[config.mk]
export PLATFORM = sky130hd
export DESIGN_NAME = oh_barrier3
export DESIGN_NICKNAME = d
export VERILOG_FILES = /design/src/rtl/oh_barrier3.sv
export SDC_FILE = /design/constraint.sdc
export NUM_CORES = 1
export LEC_CHECK = 0
export BUFFER_PORTS_ARGS = -buffer_cell sky130_fd_sc_hd__buf_2
export CORE_ASPECT_RATIO = 0.7
export CORE_UTILIZATION = 44
export DETAILED_ROUTE_END_ITERATION = 8
export MAX_ROUTING_LAYER = met4
export PLACE_DENSITY = 0.79
export SLEW_MARGIN = 25
export SYNTH_ARGS = -nofsm -noshare
export SYNTH_HDL_FRONTEND = slang
export SYNTH_SLANG_ARGS = --single-unit
[constraint.sdc]
create_clock -name clk -period 2 [get_ports clk]
set_input_delay 0.4 -clock clk [delete_from_list [all_inputs] [get_ports clk]]
set_output_delay 0.4 -clock clk [all_outputs]
set_load 0.1 [all_outputs]
[src/rtl/oh_barrier3.sv]
// ============================================================================
// oh_barrier3 : three-lane arrival barrier with registered go/go_ready output
// Optional timeout counter enabled by macro OH_BARRIER_TIMEOUT_EN.  Rev 1.0
// ============================================================================
`default_nettype none

module oh_barrier3 #(
    parameter int CW = 8,
    parameter int TW = 16
) (
    input  logic          clk,
    input  logic          nreset,
    input  logic          clear,
    input  logic          a0,
    input  logic          a1,
    input  logic          b0,
    input  logic          b1,
    input  logic          c0,
    input  logic          c1,
    output logic          go,
    input  logic          go_ready,
    output logic [2:0]    pending,
    output logic [2:0]    early,
    output logic          ovf,
    output logic [CW-1:0] count,
    input  logic [TW-1:0] timeout_limit,
    output logic          timeout
);

    typedef enum logic [1:0] {
        IDLE    = 2'd0,
        COLLECT = 2'd1,
        FIRE    = 2'd2
    } state_t;

    state_t      state;
    state_t      state_nxt;
    logic [2:0]  arrive;
    logic [2:0]  pending_nxt;
    logic [2:0]  early_nxt;
    logic        ovf_nxt;
    logic        handshake;

    // Both sources of a lane pulsing together collapse into one arrival.
    assign arrive    = {c0 | c1, b0 | b1, a0 | a1};
    assign handshake = go & go_ready;

    always_comb begin
        pending_nxt = pending;
        early_nxt   = early;
        ovf_nxt     = ovf;
        state_nxt   = state;

        if (clear) begin
            pending_nxt = 3'b000;
            early_nxt   = 3'b000;
            ovf_nxt     = 1'b0;
        end else if (state == FIRE) begin
            if (handshake) begin
                pending_nxt = early | arrive;
                early_nxt   = early & arrive;
            end else begin
                early_nxt = early | arrive;
                if ((early & arrive) != 3'b000) begin
                    ovf_nxt = 1'b1;
                end
            end
        end else begin
            pending_nxt = pending | arrive;
            early_nxt   = early | (pending & arrive);
            if ((pending & early & arrive) != 3'b000) begin
                ovf_nxt = 1'b1;
            end
        end

        // The state is always a pure function of the pending set it lands on.
        if (clear || pending_nxt == 3'b000) begin
            state_nxt = IDLE;
        end else if (pending_nxt == 3'b111) begin
            state_nxt = FIRE;
        end else begin
            state_nxt = COLLECT;
        end
    end

    always_ff @(posedge clk or negedge nreset) begin
        if (!nreset) begin
            state   <= IDLE;
            go      <= 1'b0;
            pending <= 3'b000;
            early   <= 3'b000;
            ovf     <= 1'b0;
        end else begin
            state   <= state_nxt;
            go      <= (state_nxt == FIRE);
            pending <= pending_nxt;
            early   <= early_nxt;
            ovf     <= ovf_nxt;
        end
    end

    always_ff @(posedge clk or negedge nreset) begin
        if (!nreset) begin
            count <= '0;
        end else if (!clear && handshake) begin
            count <= count + 1'b1;
        end
    end

`ifdef OH_BARRIER_TIMEOUT_EN
    logic [TW-1:0] tcnt;

    always_ff @(posedge clk or negedge nreset) begin
        if (!nreset) begin
            tcnt    <= '0;
            timeout <= 1'b0;
        end else if (clear) begin
            tcnt    <= '0;
            timeout <= 1'b0;
        end else begin
            if (state_nxt != COLLECT) begin
                tcnt <= '0;
            end else if (state == COLLECT && tcnt != '1) begin
                tcnt <= tcnt + 1'b1;
            end
            if (timeout_limit != '0 && tcnt == timeout_limit) begin
                timeout <= 1'b1;
            end
        end
    end
`else
    logic unused_timeout_limit;

    assign unused_timeout_limit = ^timeout_limit;
    assign timeout              = 1'b0;
`endif

endmodule

`default_nettype wire

==> results.yml, run 1 <==
critical_path:
  critPathTopFamily: "simple AND/OR/NAND/NOR gates"
  reg2reg_depth: 5
  critPathSlowestCell: "a221oi_2"
  r2r_slack_ns: 0.33
  crit_cells: 5
  r2r-end: "state[0]"
  worstPathArrival_ns: 1.86
  cp_max_fo: 10
  worst_path_largest_cell_delay_ns: 0.39
  required_ns: 2.18
  crit_type: "reg -> reg"
  cp-end-kind: "flop"
  crit_chain: "nor2b_2 > o22ai_1 > a221oi_2 > and3b_4 > a21oi_2"
  crit_buf_inv: 0
  startpoint: "go"
  endpoint: "state[0]"
  worstSetupStartpointType: "flop"
  rr_startpoint: "go"
floorplanning:
  num_io_pins: 43
  die_h_um: 39.2
  rows: 13
  coreArea_um2: 1850
  die_w_um: 55.1
  start_util_pct: 46.8
  die_area_um2: 2160
timing:
  clock_skew_ns: 0.00438
  setup_viol: 0
  layout_min_cycle_time_ns: 1.67
  hold_violations: 0
  rsz0062_at_grt: "false"
  holdWs_ns: 0.00618
  max_freq_mhz: 597
  finalCritPeriodShare_pct: 83.7
  setup_slack_ns: 0.326
  finalSetupTns_ns: 0
  slew_violations: 0
logic_synthesis:
  synth_edf_count: 0
  synth_area_um2: 868
  syn_nets: 107
  synth.top_cells.by_area: "dfrtp_1, xnor2_1, o21ai_0, a221oi_4, nor2_1"
  synthFlopType: "dfrtp_1"
  synth_common_cells: "dfrtp_1, nor2_1, o21ai_0, xnor2_1, inv_1"
  yosysMostFrequentCell: "dfrtp_1"
  synth_top_area_share_pct: 49.0
  yosys.area.top_type: "dfrtp_1"
  synth_seq_cells: 17
  syn_inst: 80
  async_flop_share_pct: 100
  yosys_warnings: 0
  yosysUniqueCellTypes: 35
  ys_seq_area_share_pct: 49.0
  avgSynthCellArea_um2: 10.9
cells_and_area:
  area_growth_pct: 18.2
  fin_util_pct: 55.3
  layout.nets: 134
  final_cells: 128
  seq_area_um2: 428
  fillers: 165
  diodes: 0
  finalInstanceArea_um2: 1030
  drive_gt1_share_pct: 35.8
  multi_input_area_um2: 400
global_routing:
  antenna_found_initial: 0
  grt_max_degree: 18
  overflow: 0
  grt_pass1_vias: 594
  grt_pass1_wl_um: 2690
  grt.total_usage_pct: 19.7
hold_path:
  worstHoldPathType: "in -> async"
pwr:
  leakagePower_nw: 0.492
  power_density_nw_per_um2: 1010
  vdd_ir_drop_max_v: 0.000551
  total_power_mw: 1.03
clock_network:
  clock_sinks: 17
  numCtsBuffers: 3
  insertion_delay_ns: 0.29
  cts_tree: "done"
  post_cts_buffers: 0
  clk_pin_slew_ns: 0.09
  cts_hold_buf: 0
  cts.repair.resized: 0
  cts_root_buffer: "clkbuf_4"
  clockBufferDepth: 2
  htree_levels: 1
route:
  num_vias: 694
  drcViolationCount: 0
  drtIter0Drc: 24
  viasPerCell: 5.42
  ant_nets: 0
  first_pass_iters: 7
  routed_wl_um: 1740
  wl_per_cell_um: 13.6
placement:
  place_ws_ns: 0.312
  io_buffers: 25
  routabilityCongestion: 0.798
  dp.final_hpwl_um: 1350
  place_area_um2: 1000
  numPlacedInstances: 124
run:
  maxCapViolCount: 0
status:
  status: "finished, final reports clean"
## registers in the layout, indices dropped and copies added (netlist names)
name     flops
state        1
go           1
count        8
pending      3
ovf          1
early        3
## power by group
part	leakage, nW	internal (mW)	switching (mW)	total (mW)
Combinational	0.259	0.0783	0.342	0.420
Clock	0.0150	0.0776	0.104	0.182
Sequential	0.218	0.381	0.0508	0.431
Total	0.492	0.537	0.497	1.03
## cells in the final DEF, fill, tap and decap left out, drive strengths merged
master | Yosys | layout
xnor2 | 6 | 6
a211o | 1 | 1
buf | 3 | 25
a211oi | 1 | 1
a21oi | 1 | 1
ha | 1 | 1
nand2 | 4 | 4
o22ai | 2 | 2
mux2 | 1 | 1
and3b | 1 | 1
or4b | 1 | 1
nand4 | 2 | 2
and3 | 1 | 1
nor4 | 1 | 1
conb | 1 | 1
dfrtp | 17 | 17
o21ai | 6 | 6
nor2 | 6 | 6
a311oi | 1 | 1
clkbuf | 0 | 4
inv | 5 | 5
and2b | 1 | 1
o211ai | 1 | 1
nand3b | 1 | 1
or2 | 2 | 2
o22a | 1 | 1
a221oi | 4 | 4
a31oi | 1 | 1
and4 | 1 | 1
nor2b | 1 | 1
nand3 | 4 | 4
xor2 | 1 | 1
## cells by family after synthesis
kind of cell | Yosys count | synth area share (%)
other | 1 | 0.432
and+or+nand+nor | 26 | 17.6
DFF | 17 | 49.0
muxes | 1 | 1.30
xor gates and xnor gates | 7 | 7.06
buffers and inverters | 8 | 4.90
adders and majority gates | 1 | 1.44
AOI/OAI and AO/OA | 19 | 18.3
## per-layer routing
| metal | GRT usage (%) | part of all wire [%] | up-vias |
|---|---|---|---|
| li1 | - | - | 340 |
| met1 | 22.5 | 47 | 339 |
| met2 | 30.7 | 47 | 13 |
| met3 | 8.24 | 4.8 | 2 |
| met4 | 8.13 | 1.0 | 0 |
| met5 | - | 0 | - |
## cell type report
class / instances / share of cell area [%]
Inverter: 5 / 1.83
Multi-Input combinational cell: 55 / 39.0
Tap cell: 22 / 2.68
Sequential cell: 17 / 41.7
Clock buffer: 4 / 2.56
Timing Repair Buffer: 25 / 12.2
## worst reg2reg max path, delay by kind of cell (launching register included)
family          cells  cell delay [ns]
compound gates      3             0.58
flops               1             0.38
simple gates        2             0.62
## worst min-delay path by stage
stage | startpoint | end | depth (start not counted) | slack (ns)
global route | nreset | early[1] | 1 | 0.01
detailed placement | nreset | count[7] | 1 | 0.34
global placement | nreset | ovf | 1 | 0.33
CTS | nreset | count[7] | 1 | 0.02
floorplan | nreset | count[0] | 0 | 0.10
finish | nreset | ovf | 1 | 0.006
Power figures use the tool's default switching activity.
==> inputs of run 2 (changes only) <==
Settings changed: ABC_AREA set to 1, CORE_UTILIZATION 44 to 45.
Clock period 2 ns to 1.7 ns, I/O delays scaled along.
==> run 2 against run 1 <==
Critical path depth fell by 4. Synthesized cell count up 51%. Die area up 5.2%. Sequential power is 20% higher. Final cell count rose by 34%. Via count grew 24%. Cell area up 9.8%. Setup slack worse by 0.19 ns. Largest cell class unchanged. Largest power group is now combinational cells.
==> results.yml, run 2 <==
pwr:
  vdd_ir_drop_max_v: 0.000717
  leakagePower_nw: 0.630
  power_density_nw_per_um2: 1210
logic_synthesis:
  synth_edf_count: 0
  synth_seq_cells: 17
  yosys.area.top_type: "dfrtp_1"
  ys_seq_area_share_pct: 45.5
  synth_area_um2: 936
  yosys_warnings: 0
  synth_top_area_share_pct: 45.5
  yosysUniqueCellTypes: 23
  synth.top_cells.by_area: "dfrtp_1, nand2_1, inv_1, nor2_1, xor2_1"
  syn_nets: 148
  yosysMostFrequentCell: "nand2_1"
  syn_inst: 121
  async_flop_share_pct: 100
  synth_common_cells: "nand2_1, inv_1, dfrtp_1, nor2_1, nand3_1"
  synthFlopType: "dfrtp_1"
  avgSynthCellArea_um2: 7.73
run:
  maxCapViolCount: 0
route:
  drcViolationCount: 0
  wl_per_cell_um: 11.7
  ant_nets: 0
  routed_wl_um: 2010
  first_pass_iters: 4
  drtIter0Drc: 32
  num_vias: 862
  viasPerCell: 5.01
cells_and_area:
  diodes: 0
  drive_gt1_share_pct: 27.3
  area_growth_pct: 20.3
  finalInstanceArea_um2: 1130
  fin_util_pct: 59.2
  layout_common_cells: "nand2_1, buf_2, inv_1"
  regMostFlops: "count"
  reg_top3: "count (8), early (3), pending (3)"
  fillers: 171
  seq_area_um2: 430
  final_common_cell: "nand2_1"
  multi_input_area_um2: 423
  layout.nets: 178
  largest_reg_flops: 8
clock_network:
  clockBufferDepth: 2
  post_cts_buffers: 0
  cts_hold_buf: 1
  cts_tree: "done"
  cts.repair.resized: 0
  insertion_delay_ns: 0.30
  cts_root_buffer: "clkbuf_4"
  clk_pin_slew_ns: 0.11
  clock_sinks: 17
  numCtsBuffers: 3
  htree_levels: 1
global_routing:
  grt.total_usage_pct: 19.6
  overflow: 0
  grt_pass1_wl_um: 3080
  grt_max_degree: 18
  grt_pass1_vias: 726
  antenna_found_initial: 0
floorplanning:
  start_util_pct: 49.2
  die_w_um: 56.5
  rows: 13
  num_io_pins: 43
  coreArea_um2: 1900
  die_h_um: 40.2
  die_area_um2: 2270
critical_path:
  crit_chain: "buf_2"
  critPathTopFamily: "buffers and inverters"
  critPathSlowestCell: "buf_2"
  required_ns: 1.36
  worst_path_largest_cell_delay_ns: 0.46
  endpoint: "pending[1]"
  rr_startpoint: "go"
  cp_max_fo: 5
  startpoint: "pending[1]"
  r2r_slack_ns: 0.39
  crit_buf_inv: 1
  worstSetupStartpointType: "flop"
  r2r-end: "state[0]"
  crit_type: "reg -> out"
  worstPathArrival_ns: 1.23
  cp-end-kind: "primary output"
  crit_cells: 1
  reg2reg_depth: 8
hold_path:
  worstHoldPathType: "in -> reg"
  hold_path_depth: 2
timing:
  rsz0062_at_grt: "false"
  finalCritPeriodShare_pct: 92.1
  hold_violations: 0
  clock_skew_ns: 0.00151
  slew_violations: 0
  layout_min_cycle_time_ns: 1.57
  finalSetupTns_ns: 0
  setup_slack_ns: 0.134
  setup_viol: 0
  max_freq_mhz: 639
placement:
  place_area_um2: 1090
  place_ws_ns: 0.350
  routabilityCongestion: 0.915
  io_buffers: 25
  dp.final_hpwl_um: 1510
status:
  status: "finished, final reports clean"
==> run 2: cell count changes after synthesis, sizes merged, moves of 2 or more <==
cell / delta
a21oi: +6
a221oi: -4
buf: -2
inv: +15
nand2: +25
nand3: +5
nand4: -2
nor2: +13
or2: -2
xnor2: -4
xor2: +4
==> run 2: layout make-up <==
type                    instances  share of cell area (%)
clock buffers                   3                    2.00
clock inverters                 1                   0.667
inverters                      21                    7.11
multi-input cells              82                    37.6
flip-flops and latches         17                    38.2
well taps                      22                    2.44
repair buffers                 26                    12.0
==> run 2: how the worst min path moves through the flow <==
stage,startpoint,endpoint,slack [ns]
3_3_place_gp,nreset,ovf,0.28
2_1_floorplan,nreset,count[0],0.04
6_report,clear,ovf,0.27
4_1_cts,clear,ovf,0.27
5_1_grt,clear,ovf,0.27
3_5_place_dp,nreset,ovf,0.29
==> run 2: power by group <==
part / leakage, nW / internal, mW / total, mW / switching [mW]
Clock: 0.0139 / 0.0898 / 0.237 / 0.147
Sequential: 0.204 / 0.463 / 0.518 / 0.0545
Combinational: 0.412 / 0.100 / 0.605 / 0.505
Total: 0.630 / 0.653 / 1.36 / 0.706
==> run 2: cell families after synthesis <==
logic type	share of synthesized area, %
XOR/XNOR	6.55
AO/OA/AOI/OAI	8.15
AND/OR/NAND/NOR	27.5
multiplexers	1.20
other	0.401
buffers and inverters	9.36
adder cells (fa/ha/maj)	1.34
flip-flops	45.5
==> run 2: routing by layer <==
layer	share of wire, %	vias to the layer above	global-route usage (%)
met3	6.3	6	5.81
li1	-	430	-
met2	43	32	31.2
met1	49	394	23.7
met4	1.5	0	9.15
met5	0	-	-
==> run 2: per-stage QoR <==
step                      cells  total power, mW  hold slack, ns
after CTS                   172             1.36           0.270
final                       172             1.36           0.269
after detailed placement    167             1.13           0.286
after floorplan             121             1.02          0.0444
after global routing        172             1.42           0.269
after global placement      167             1.11           0.279
==> inputs of run 3 (changes only) <==
--- a/config.mk
+++ b/config.mk
@@ -14,2 +14,3 @@
 export PLACE_DENSITY = 0.79
+export REMOVE_ABC_BUFFERS = 1
 export SLEW_MARGIN = 25
--- a/constraint.sdc
+++ b/constraint.sdc
@@ -3,2 +3,2 @@
 set_output_delay 0.34 -clock clk [all_outputs]
-set_load 0.1 [all_outputs]
+set_load 0.02 [all_outputs]
==> run 3 against run 2 <==
Utilization shrank 0.26 points. Combinational power down 53%. Count of clock-buffer cells in the layout stayed put. First-iteration DRC count is 3.1% lower. Final cell count stayed put. Cell area fell by 0.44%. Wire length shrank 3.0%.
==> results.yml, run 3 (synthesized netlist as in run 2, its figures left out) <==
route:
  viasPerCell: 4.91
  first_pass_iters: 5
  drcViolationCount: 0
  wl_per_cell_um: 11.3
  drtIter0Drc: 31
  ant_nets: 0
  routed_wl_um: 1950
  num_vias: 845
placement:
  place_ws_ns: 0.352
  io_buffers: 25
  place_area_um2: 1080
  dp.final_hpwl_um: 1510
  routabilityCongestion: 0.927
  numPlacedInstances: 167
cells_and_area:
  layout.nets: 178
  drive_gt1_share_pct: 24.7
  diodes: 0
  multi_input_area_um2: 423
  reg_top3: "count (8), early (3), pending (3)"
  layout_common_cells: "nand2_1, buf_2, inv_1"
  final_cells: 172
  final_common_cell: "nand2_1"
  fillers: 183
  regMostFlops: "count"
  area_growth_pct: 19.8
  largest_reg_flops: 8
  seq_area_um2: 425
  finalInstanceArea_um2: 1120
global_routing:
  grt_pass1_wl_um: 3000
  grt_max_degree: 18
  overflow: 0
  grt_pass1_vias: 687
  grt.total_usage_pct: 19.3
  antenna_found_initial: 0
floorplanning:
  die_area_um2: 2270
  start_util_pct: 49.2
  coreArea_um2: 1900
  num_io_pins: 43
  rows: 13
  die_h_um: 40.2
  die_w_um: 56.5
timing:
  clock_skew_ns: 0.00361
  setup_viol: 0
  hold_violations: 0
  layout_min_cycle_time_ns: 1.34
  setup_slack_ns: 0.356
  max_freq_mhz: 744
  rsz0062_at_grt: "false"
  finalCritPeriodShare_pct: 79.1
  slew_violations: 0
  finalSetupTns_ns: 0
critical_path:
  required_ns: 1.91
  cp_max_fo: 5
  cp-end-kind: "flop"
  worstSetupStartpointType: "flop"
  crit_type: "reg -> reg"
  startpoint: "go"
  worstPathArrival_ns: 1.55
  rr_startpoint: "go"
clock_network:
  clk_pin_slew_ns: 0.10
  cts.repair.resized: 0
  clockBufferDepth: 2
  numCtsBuffers: 3
  post_cts_buffers: 0
  cts_tree: "done"
  htree_levels: 1
  cts_root_buffer: "clkbuf_4"
  insertion_delay_ns: 0.30
  clock_sinks: 17
pwr:
  leakagePower_nw: 0.635
  power_density_nw_per_um2: 909
  vdd_ir_drop_max_v: 0.000671
hold_path:
  min_from: "clear"
  worstHoldPathType: "in -> reg"
run:
  maxCapViolCount: 0
status:
  status: "finished, final reports clean"
run 3: changes by cell type in the layout (fill, tap and decap cells not counted):
cell	before	now
dfrtp_1	13	17
dfrtp_2	4	0
run 3: timing repair:
action,4_1_cts,5_1_grt
hold endpoints to repair,17,0
hold buffers,1,0
setup endpoints to repair,0,0
run 3: metal layers:
layer / wire [µm] / global-route usage (%) / up-vias / part of all wire [%]
li1: - / - / 434 / -
met1: 878 / 23.4 / 377 / 45
met2: 899 / 30.9 / 32 / 46
met3: 156 / 7.10 / 2 / 8.0
met4: 13 / 5.49 / 0 / 0.67
met5: 0 / - / - / 0
run 3: worst paths after layout:
check / slack (ns) / to / cells after the start
max in group asynchronous: 0.95 / count[1] / 2
min: 0.29 / ovf / 2
min in group asynchronous: 0.48 / count[2] / 2
max: 0.36 / state[0] / 8
min reg2reg: 0.51 / count[5] / 1
max reg2reg: 0.36 / state[0] / 8
run 3: critical path: stages, from the launching register on:
cell and delay, ns:
dfrtp_1 0.45, nand2_1 0.13, nand2_1 0.11, inv_1 0.14, nand2_1 0.07, nand2_1 0.12
nand3_1 0.11, nand2_1 0.08, inv_1 0.03
run 3: layout make-up:
type                    instances  area share (%)
inverters                      21            7.14
flip-flops and latches         17            37.9
multi-input cells              82            37.7
clock buffers                   3            2.01
well taps                      22            2.46
clock inverters                 1           0.670
repair buffers                 26            12.1
run 3: where the power goes:
part           internal [mW]  total [mW]  switching [mW]
Sequential             0.457       0.512          0.0548
Clock                 0.0897       0.224           0.134
Combinational          0.101       0.283           0.182
Total                  0.648        1.02           0.372
run 3: metrics by stage:
| stage | util, % | power, mW | hold slack (ns) |
|---|---|---|---|
| 6_report | 58.9 | 1.02 | 0.286 |
| 5_1_grt | 58.9 | 1.08 | 0.279 |
| 4_1_cts | 58.9 | 1.03 | 0.280 |
| 3_5_place_dp | 56.8 | 0.801 | 0.280 |
| 3_3_place_gp | 56.8 | 0.782 | 0.277 |
| 2_1_floorplan | - | 0.693 | 0.0444 |
